**config.mk**
```make
export PLATFORM = sky130hd
export DESIGN_NAME = syn_gpu_line_raster
export DESIGN_NICKNAME = d
export VERILOG_FILES = /design/src/rtl/syn_gpu_line_raster_pkg.sv /design/src/rtl/syn_gpu_line_raster_bres_step.sv /design/src/rtl/syn_gpu_line_raster.sv
export SDC_FILE = /design/constraint.sdc
export NUM_CORES = 1
export LEC_CHECK = 0
export BUFFER_PORTS_ARGS = -buffer_cell sky130_fd_sc_hd__buf_2
export CAP_MARGIN = 20
export CORE_ASPECT_RATIO = 1.1
export CORE_MARGIN = 2
export CORE_UTILIZATION = 60
export DETAILED_ROUTE_END_ITERATION = 16
export GPL_TIMING_DRIVEN = 0
export HOLD_SLACK_MARGIN = 0.12
export PLACE_DENSITY_LB_ADDON = 0.05
export SYNTH_ARGS = -nofsm -noshare
export SYNTH_HDL_FRONTEND = slang
export SYNTH_SLANG_ARGS = --single-unit
```
**constraint.sdc**
```tcl
create_clock -name clk_ir -period 5.55 [get_ports clk_ir]
set_input_delay 0.2775 -clock clk_ir [delete_from_list [all_inputs] [get_ports clk_ir]]
set_output_delay 0.2775 -clock clk_ir [all_outputs]
set_load 0.01 [all_outputs]
```
**src/rtl/syn_gpu_line_raster_pkg.sv**
```systemverilog
// Shared GPU package: canvas geometry, job/pixel types and raster FSM state encoding.
package syn_gpu_line_raster_pkg;

  localparam int P_CANVAS_W = 640;
  localparam int P_CANVAS_H = 480;
  localparam int P_X_W      = $clog2(P_CANVAS_W);
  localparam int P_Y_W      = $clog2(P_CANVAS_H);
  localparam int P_RGB_RES  = 4;

  typedef struct packed {
    logic [P_RGB_RES-1:0] red;
    logic [P_RGB_RES-1:0] green;
    logic [P_RGB_RES-1:0] blue;
  } pxl_t;

  typedef enum logic [1:0] {
    SHAPE_LINE   = 2'd0,
    SHAPE_CIRCLE = 2'd1
  } shape_t;

  typedef enum logic [1:0] {
    ACT_NONE  = 2'd0,
    ACT_DRAW  = 2'd1,
    ACT_CLEAR = 2'd2
  } action_t;

  typedef struct packed {
    shape_t           shape;
    logic [P_X_W-1:0] x1;
    logic [P_Y_W-1:0] y1;
    logic [P_X_W-1:0] x2;
    logic [P_Y_W-1:0] y2;
    pxl_t             color;
  } job_t;

  typedef struct packed {
    logic [P_X_W-1:0] x;
    logic [P_Y_W-1:0] y;
    pxl_t             color;
    logic             last;
  } pxl_wr_t;

  typedef enum logic [1:0] {
    RST_IDLE  = 2'd0,
    RST_SETUP = 2'd1,
    RST_DRAW  = 2'd2
  } raster_st_t;

endpackage

```
**src/rtl/syn_gpu_line_raster_bres_step.sv**
```systemverilog
// Combinational Bresenham step: one error-term update and coordinate advance.
module syn_gpu_bres_step #(
  parameter int P_X_W = 10,
  parameter int P_Y_W = 9,
  parameter int W     = 12
) (
  input  logic signed [W-1:0] i_err,
  input  logic signed [W-1:0] i_dx,
  input  logic signed [W-1:0] i_dy,
  input  logic                i_sx_neg,
  input  logic                i_sy_neg,
  input  logic [P_X_W-1:0]    i_x,
  input  logic [P_Y_W-1:0]    i_y,
  output logic signed [W-1:0] o_err,
  output logic [P_X_W-1:0]    o_x,
  output logic [P_Y_W-1:0]    o_y
);
  import syn_gpu_line_raster_pkg::*;

  logic signed [W:0] w_e2;
  logic              w_step_x;
  logic              w_step_y;

  // e2 needs one extra bit so 2*err cannot overflow the working width
  assign w_e2     = $signed({i_err, 1'b0});
  assign w_step_x = w_e2 >= $signed({i_dy[W-1], i_dy});
  assign w_step_y = w_e2 <= $signed({i_dx[W-1], i_dx});

  assign o_err = i_err + (w_step_x ? i_dy : '0) + (w_step_y ? i_dx : '0);
  assign o_x   = w_step_x ? (i_sx_neg ? i_x - P_X_W'(1) : i_x + P_X_W'(1)) : i_x;
  assign o_y   = w_step_y ? (i_sy_neg ? i_y - P_Y_W'(1) : i_y + P_Y_W'(1)) : i_y;

endmodule

```
**src/rtl/syn_gpu_line_raster.sv**
```systemverilog
// Bresenham line rasteriser: one LINE job in, one pixel write per cycle out.
// SYN_GPU_RASTER_STATS_EN adds pixel/job handshake counters.
module syn_gpu_line_raster #(
  parameter int P_X_W     = syn_gpu_line_raster_pkg::P_X_W,
  parameter int P_Y_W     = syn_gpu_line_raster_pkg::P_Y_W,
  parameter int P_RGB_RES = syn_gpu_line_raster_pkg::P_RGB_RES
) (
  input  logic                   clk_ir,
  input  logic                   rst_il,
  input  logic                   job_valid_i,
  output logic                   job_ready_o,
  input  logic [1:0]             job_shape_i,
  input  logic [P_X_W-1:0]       job_x1_i,
  input  logic [P_Y_W-1:0]       job_y1_i,
  input  logic [P_X_W-1:0]       job_x2_i,
  input  logic [P_Y_W-1:0]       job_y2_i,
  input  logic [3*P_RGB_RES-1:0] job_color_i,
  output logic                   pxl_valid_o,
  input  logic                   pxl_ready_i,
  output logic [P_X_W-1:0]       pxl_x_o,
  output logic [P_Y_W-1:0]       pxl_y_o,
  output logic [3*P_RGB_RES-1:0] pxl_color_o,
  output logic                   pxl_last_o,
  output logic                   busy_o,
  output logic                   bad_job_o
`ifdef SYN_GPU_RASTER_STATS_EN
  ,
  output logic [31:0]            pxl_cnt_o,
  output logic [15:0]            job_cnt_o
`endif
);
  import syn_gpu_line_raster_pkg::*;

  localparam int W = ((P_X_W > P_Y_W) ? P_X_W : P_Y_W) + 2;

  localparam logic [1:0] S_IDLE  = RST_IDLE;
  localparam logic [1:0] S_SETUP = RST_SETUP;
  localparam logic [1:0] S_DRAW  = RST_DRAW;

  logic [1:0]             r_state;
  logic [P_X_W-1:0]       r_cx, r_x2;
  logic [P_Y_W-1:0]       r_cy, r_y2;
  logic [3*P_RGB_RES-1:0] r_color;
  logic signed [W-1:0]    r_dx, r_dy, r_err;
  logic                   r_sx_neg, r_sy_neg;
  logic                   r_bad;

  logic signed [W-1:0]    w_ddx, w_ddy, w_adx, w_ndy, w_nerr;
  logic [P_X_W-1:0]       w_nx;
  logic [P_Y_W-1:0]       w_ny;
  logic                   w_last, w_hs, w_job_acc;

  // ready is gated by reset so nothing is offered while the block is held in reset
  assign job_ready_o = (r_state == S_IDLE) & rst_il;
  assign w_job_acc   = job_valid_i & job_ready_o & (job_shape_i == SHAPE_LINE);
  assign w_last      = (r_cx == r_x2) && (r_cy == r_y2);
  assign w_hs        = pxl_valid_o & pxl_ready_i;

  assign pxl_valid_o = (r_state == S_DRAW);
  assign pxl_last_o  = pxl_valid_o & w_last;
  assign pxl_x_o     = r_cx;
  assign pxl_y_o     = r_cy;
  assign pxl_color_o = r_color;
  assign busy_o      = (r_state != S_IDLE);
  assign bad_job_o   = r_bad;

  // r_cx/r_cy hold the start point during SETUP
  assign w_ddx = $signed({{(W-P_X_W){1'b0}}, r_x2}) - $signed({{(W-P_X_W){1'b0}}, r_cx});
  assign w_ddy = $signed({{(W-P_Y_W){1'b0}}, r_y2}) - $signed({{(W-P_Y_W){1'b0}}, r_cy});
  assign w_adx = w_ddx[W-1] ? -w_ddx : w_ddx;
  assign w_ndy = w_ddy[W-1] ? w_ddy : -w_ddy;

  syn_gpu_bres_step #(.P_X_W(P_X_W), .P_Y_W(P_Y_W), .W(W)) u_step (
    .i_err    (r_err),
    .i_dx     (r_dx),
    .i_dy     (r_dy),
    .i_sx_neg (r_sx_neg),
    .i_sy_neg (r_sy_neg),
    .i_x      (r_cx),
    .i_y      (r_cy),
    .o_err    (w_nerr),
    .o_x      (w_nx),
    .o_y      (w_ny)
  );

  always_ff @(posedge clk_ir or negedge rst_il) begin
    if (!rst_il) begin
      r_state  <= S_IDLE;
      r_cx     <= '0;
      r_cy     <= '0;
      r_x2     <= '0;
      r_y2     <= '0;
      r_color  <= '0;
      r_dx     <= '0;
      r_dy     <= '0;
      r_err    <= '0;
      r_sx_neg <= 1'b0;
      r_sy_neg <= 1'b0;
      r_bad    <= 1'b0;
    end else begin
      r_bad <= 1'b0;
      case (r_state)
        S_IDLE: begin
          if (w_job_acc) begin
            r_cx    <= job_x1_i;
            r_cy    <= job_y1_i;
            r_x2    <= job_x2_i;
            r_y2    <= job_y2_i;
            r_color <= job_color_i;
            r_state <= S_SETUP;
          end else if (job_valid_i) begin
            r_bad <= 1'b1;
          end
        end
        S_SETUP: begin
          r_dx     <= w_adx;
          r_dy     <= w_ndy;
          r_err    <= w_adx + w_ndy;
          r_sx_neg <= !(r_cx < r_x2);
          r_sy_neg <= !(r_cy < r_y2);
          r_state  <= S_DRAW;
        end
        S_DRAW: begin
          if (w_hs) begin
            if (w_last) begin
              r_state <= S_IDLE;
            end else begin
              r_err <= w_nerr;
              r_cx  <= w_nx;
              r_cy  <= w_ny;
            end
          end
        end
        default: r_state <= S_IDLE;
      endcase
    end
  end

`ifdef SYN_GPU_RASTER_STATS_EN
  always_ff @(posedge clk_ir or negedge rst_il) begin
    if (!rst_il) begin
      pxl_cnt_o <= '0;
      job_cnt_o <= '0;
    end else begin
      if (w_hs)      pxl_cnt_o <= pxl_cnt_o + 32'd1;
      if (w_job_acc) job_cnt_o <= job_cnt_o + 16'd1;
    end
  end
`endif

endmodule
```
==> results of run 1 <==
## path summary, 6_finish.rpt
path / from / to
max: r_err[9] / r_err[11]
min: job_y2_i[2] / r_y2[2]
max reg2reg: r_err[9] / r_err[11]
min reg2reg: pxl_color_o[10] / pxl_color_o[10]
max in group asynchronous: rst_il / r_dx[8]
min in group asynchronous: rst_il / pxl_x_o[4]
## critical path, stage by stage (launching register included)
cell	delay, ps
dfrtp_1	440
ha_1	310
a21o_1	180
a2111oi_1	470
o211ai_1	270
o221ai_4	430
clkbuf_2	370
nand2_1	120
fa_1	390
inv_1	70
ha_1	160
inv_1	60
fa_1	370
nor2b_1	160
o21ai_0	130
a21o_1	220
a31oi_1	240
a21o_1	180
a21oi_1	80
xnor2_1	140
a221o_1	290
## through the flow
stage          area [um2]  util [%]  setup TNS [ps]  total power, mW  instances
3_3_place_gp         8170     67.31          -404.4            2.310       1131
3_5_place_dp         8200     67.55          -563.2            2.340       1132
4_1_cts              8642     71.19               0            3.035       1159
2_1_floorplan        7522         -               0            1.965        886
6_report             8656     71.30               0            3.046       1159
5_1_grt              8656     71.30               0            3.267       1159
## Yosys cell counts, drive strengths merged, types with 9 or more instances
cell	count
clkbuf	20
a211oi	18
and2	22
inv	77
nand2	144
nor2	68
mux2	10
o21a	9
nor3	21
xor2	25
xnor2	28
ha	81
nor2b	12
o21ai	53
dfrtp	91
a21oi	58
a21o	16
nand3	17
fa	17
nand4	9
## registers in the layout, summed over array words and instances, names as in the netlist
name,flops
r_dy,12
r_x2,10
pxl_y_o,9
bad_job_o,1
r_sy_neg,1
pxl_x_o,10
r_state,2
pxl_color_o,12
r_err,12
r_y2,9
r_sx_neg,1
r_dx,12
## metal layers
layer	up-vias	wire (um)	track usage, %
li1	3292	-	-
met1	3057	8401	38.08
met2	161	9741	53.95
met3	38	975	4.695
met4	0	554	9.766
met5	-	0	0
## final cells by class
type,instances,area share [%]
sequential,91,26.31
timing repair buffer,103,6.881
clock inverter,7,1.142
buffer,28,1.662
inverter,77,3.339
tap,154,2.226
multi-input combinational,690,55.84
clock buffer,9,2.602
## power groups by stage
| stage | registers [mW] | logic [mW] | clock network [mW] |
|---|---|---|---|
| after floorplan | 0.822 | 1.14 | 0 |
| after global placement | 0.808 | 1.50 | 0 |
| after detailed placement | 0.810 | 1.53 | 0 |
| after CTS | 0.798 | 1.56 | 0.677 |
| after global routing | 0.809 | 1.75 | 0.710 |
| final | 0.799 | 1.58 | 0.670 |
## kinds of logic after synthesis
group           Yosys count
buf+inv                 105
simple gates            322
compound gates          203
fa+ha+maj                98
xor+xnor                 54
flops                    91
mux                      13
## what timing repair did
action,4_1_cts,5_1_grt
hold buffers,11,0
resized for setup,2,3
hold endpoints to repair,46,0
pin swaps,0,0
endpoints found under the setup margin,4,3
==> results.cfg, run 1 <==
[run_status]
outcome = finished clean

[worst_setup_path]
crit_fanout = 10
r2r_setup_slack_ps = 340
end_kind = register
startpoint_type = register
crit_arrival_ps = 5440
critical_path_class = reg -> reg
r2r_cells = 20
required_ps = 5780

[grt]
grt_max_degree = 56
overflow = 0
grt_pass1_vias = 6685
antenna_found_initial = 0
grt_usage_pct = 30.35
grt_pass1_wl_um = 32570

[pwr]
pwr-share-seq_pct = 26.2
p_sw_share_pct = 41.47
comb_power_share_pct = 51.8
power_frac_clock_pct = 22.0
power.leakage_nw = 4.373
p_int_mw = 1.783
switching_power_mw = 1.263
power_density_nw_per_um2 = 351.9
ir_drop_v = 0.0002076

[yosys]
synthXorXnorAreaFrac_pct = 6.470
synthAdderAreaFrac_pct = 18.00
synth.avg_cell_area_um2 = 8.490
syn-cell-area_um2 = 7522
yosys_warnings = 0
synth_top_cells_by_area = dfrtp_1, ha_1, nand2_1, fa_1, a21oi_1
netlist.area_leader.share_pct = 30.27
synth_seq_cells = 91
yosysTopAreaCell = dfrtp_1
synth_edf_count = 0
yosysSeqAreaShare_pct = 30.27
synth-compound-area-share_pct = 17.98
syn_nets = 1040
synth_top_family_by_area = simple AND/OR/NAND/NOR gates
synth_cell_type_count = 77
syn_inst = 886
synth-simple-area-share_pct = 19.59
synth_mux_area_share_pct = 1.946
async_reset_ff_share_pct = 100.0
synth_ff_type = dfrtp_1

[place]
port-buffer-count = 91
routabilityCongestion = 0.9349
pre_cts_slack_ps = -258.7
hpwlAfterDp_um = 15200

[flow_run]
cap_violations = 0

[cts]
htreeDepth = 3
cts_made_buffers = 9
root_buffer = clkbuf_16
cts_setup_buffers = 0
clk_pin_slew_ps = 70
cts_tree = yes
cts.sinks = 91
worstSkewPairLatency_ps = 340
cts_buffer_depth = 2

[detailed_routing]
routedWlPerCell_um = 16.97
viasPerCell = 5.650
drc = 0
wl_um = 19670
drtPass1Iterations = 5
ant_nets = 0
drt_iter0_drc = 360
via_count = 6548

[floorplan]
rows = 42
coreArea_um2 = 12140
start_util_pct = 61.97
ios = 92
die_height_um = 121.4
dieArea_um2 = 13450
die_w_um = 110.8

[worst_hold_path]
whs_path_depth = 3
hp-class = in -> reg

[layout]
diodes = 0
multi_input_area_um2 = 4833
regArea_um2 = 2277
mostFrequentLayoutCells = nand2_1, buf_2, dfrtp_1
area_growth_syn_to_layout_pct = 15.07
post_route_cells_drive_above_1_share_pct = 14.13
num-nets-final = 1154
fill_cells = 1011
layout_commonest_cell = nand2_1

[timing]
slew_headroom_pct = 49.26
worst_pin_slew_ps = 761.1
slew_viol_final = 0
timing.hold.ws_ps = 122.0
setup_viol = 0
hold_viol = 0
fin_ws_ps = 336.9
fmax_ghz = 0.1918
rsz0062_at_grt = false
skew_ps = 6.357
min_period_over_period_pct = 93.93
post-route-min-period_ps = 5213
No activity file was read; power rests on OpenSTA's default activity.
==> run 2: changes to the inputs <==
Clock period 5.55 ns to 5.9 ns, I/O delays scaled along.
==> results.cfg, run 2 (synthesis results as in run 1) <==
[run_status]
outcome = finished clean

[worst_setup_path]
startpoint_type = register
end_kind = register
required_ps = 6100
path_cells = ha_1 -> a21o_1 -> a2111oi_0 -> o211ai_1 -> o221ai_2 -> clkbuf_2 -> and2_1 -> fa_1 -> ha_1 -> a21oi_1 -> o21ai_0 -> a2111oi_0 -> o41ai_1 -> xor2_1 -> o21ai_0 -> a22oi_1
crit_arrival_ps = 5580
r2r_cells = 16
slowest_stage = a2111oi_0
critical_path_class = reg -> reg
crit_fanout = 10
worst_path_largest_cell_delay_ps = 620

[grt]
grt_pass1_wl_um = 32140
grt_max_degree = 56
grt_usage_pct = 29.95
grt_pass1_vias = 6614
antenna_found_initial = 0
overflow = 0

[worst_hold_path]
whs_path_depth = 3
hp-class = in -> reg

[floorplan]
dieArea_um2 = 13450
coreArea_um2 = 12140
die_w_um = 110.8
rows = 42
start_util_pct = 61.97
ios = 92
die_height_um = 121.4

[timing]
slew_headroom_pct = 48.88
fin_ws_ps = 519.3
hold_viol = 0
min_period_over_period_pct = 91.20
fin_setup_tns_ps = 0
rsz0062_at_grt = false
fmax_ghz = 0.1859
slew_viol_final = 0
post-route-min-period_ps = 5381
setup_viol = 0
worst_pin_slew_ps = 766.8
skew_ps = 6.128

[pwr]
power.leakage_nw = 4.329
comb_power_share_pct = 51.6
p_int_mw = 1.671
ir_drop_v = 0.0001951
switching_power_mw = 1.185
power_frac_clock_pct = 22.1
power_density_nw_per_um2 = 334.4
total_power_mw = 2.856
p_sw_share_pct = 41.50
pwr-share-seq_pct = 26.3

[cts]
worstSkewPairLatency_ps = 340
cts_setup_buffers = 0
root_buffer = clkbuf_16
cts_made_buffers = 9
htreeDepth = 3
cts_buffer_depth = 2
cts.sinks = 91
clk_pin_slew_ps = 70
cts_tree = yes

[detailed_routing]
via_count = 6542
drt_iter0_drc = 354
routedWlPerCell_um = 16.91
drc = 0
drtPass1Iterations = 5
ant_nets = 0
viasPerCell = 5.694
wl_um = 19430

[place]
dpl_cell_area_um2 = 8200
hpwlAfterDp_um = 15200
routabilityCongestion = 0.9349
pre_cts_slack_ps = 91.33
port-buffer-count = 91

[layout]
diodes = 0
area_growth_syn_to_layout_pct = 13.56
fin_area_um2 = 8542
post_route_cells_drive_above_1_share_pct = 14.27
mostFrequentLayoutCells = nand2_1, buf_2, dfrtp_1
num-nets-final = 1144
layout_commonest_cell = nand2_1

[flow_run]
cap_violations = 0
==> run 2: path summary, 6_finish.rpt <==
check	slack, ps	to	start
max	520	r_err[10]	r_err[9]
min	140	pxl_color_o[11]	job_color_i[11]
max reg2reg	520	r_err[10]	r_err[9]
min reg2reg	470	pxl_color_o[10]	pxl_color_o[10]
max in group asynchronous	4780	r_dx[8]	rst_il
min in group asynchronous	470	pxl_x_o[4]	rst_il
==> run 2: worst max-delay path, delay by kind of cell, from the launching register on <==
kind                     cells  cell delay (ps)
flip-flops                   1              440
buffers and inverters        1              390
AO/OA/AOI/OAI               10             2950
AND/OR/NAND/NOR              1              200
XOR/XNOR                     1              180
adder cells (fa/ha/maj)      3             1060
==> run 2: final cells by class <==
class                           count  area, um2
Timing Repair Buffer               93      495.5
Inverter                           77      289.0
Fill cell                        1034       3597
Clock inverter                      7      98.84
Sequential cell                    91       2277
Buffer                             28      143.9
Multi-Input combinational cell    690       4820
Clock buffer                        9      225.2
Tap cell                          154      192.7
==> run 2: repair_timing <==
action | 4_1_cts | 5_1_grt
gates resized for setup | 0 | 3
hold endpoints to repair | 36 | 0
hold buffers | 1 | 0
endpoints found under the setup margin | 0 | 4
==> run 2: routing by layer <==
metal	global-route usage [%]	wire length, um
met5	0	0
met3	4.795	972
met4	9.766	475
met1	37.69	8417
met2	52.91	9562
==> run 2: power by group through the flow <==
stage	clock, mW	combinational (mW)	sequential, mW
after global placement	0	1.41	0.760
after floorplan	0	1.08	0.773
after CTS	0.636	1.46	0.751
after detailed placement	0	1.44	0.762
final	0.631	1.47	0.752
after global routing	0.668	1.64	0.761
==> run 2: stage by stage <==
stage	util (%)	cells	hold slack, ps
finish	70.37	1149	135.3
global route	70.37	1149	140.6
CTS	70.31	1149	130.6
detailed placement	67.55	1132	294.2
global placement	67.31	1131	454.6
floorplan	-	886	-0.5911
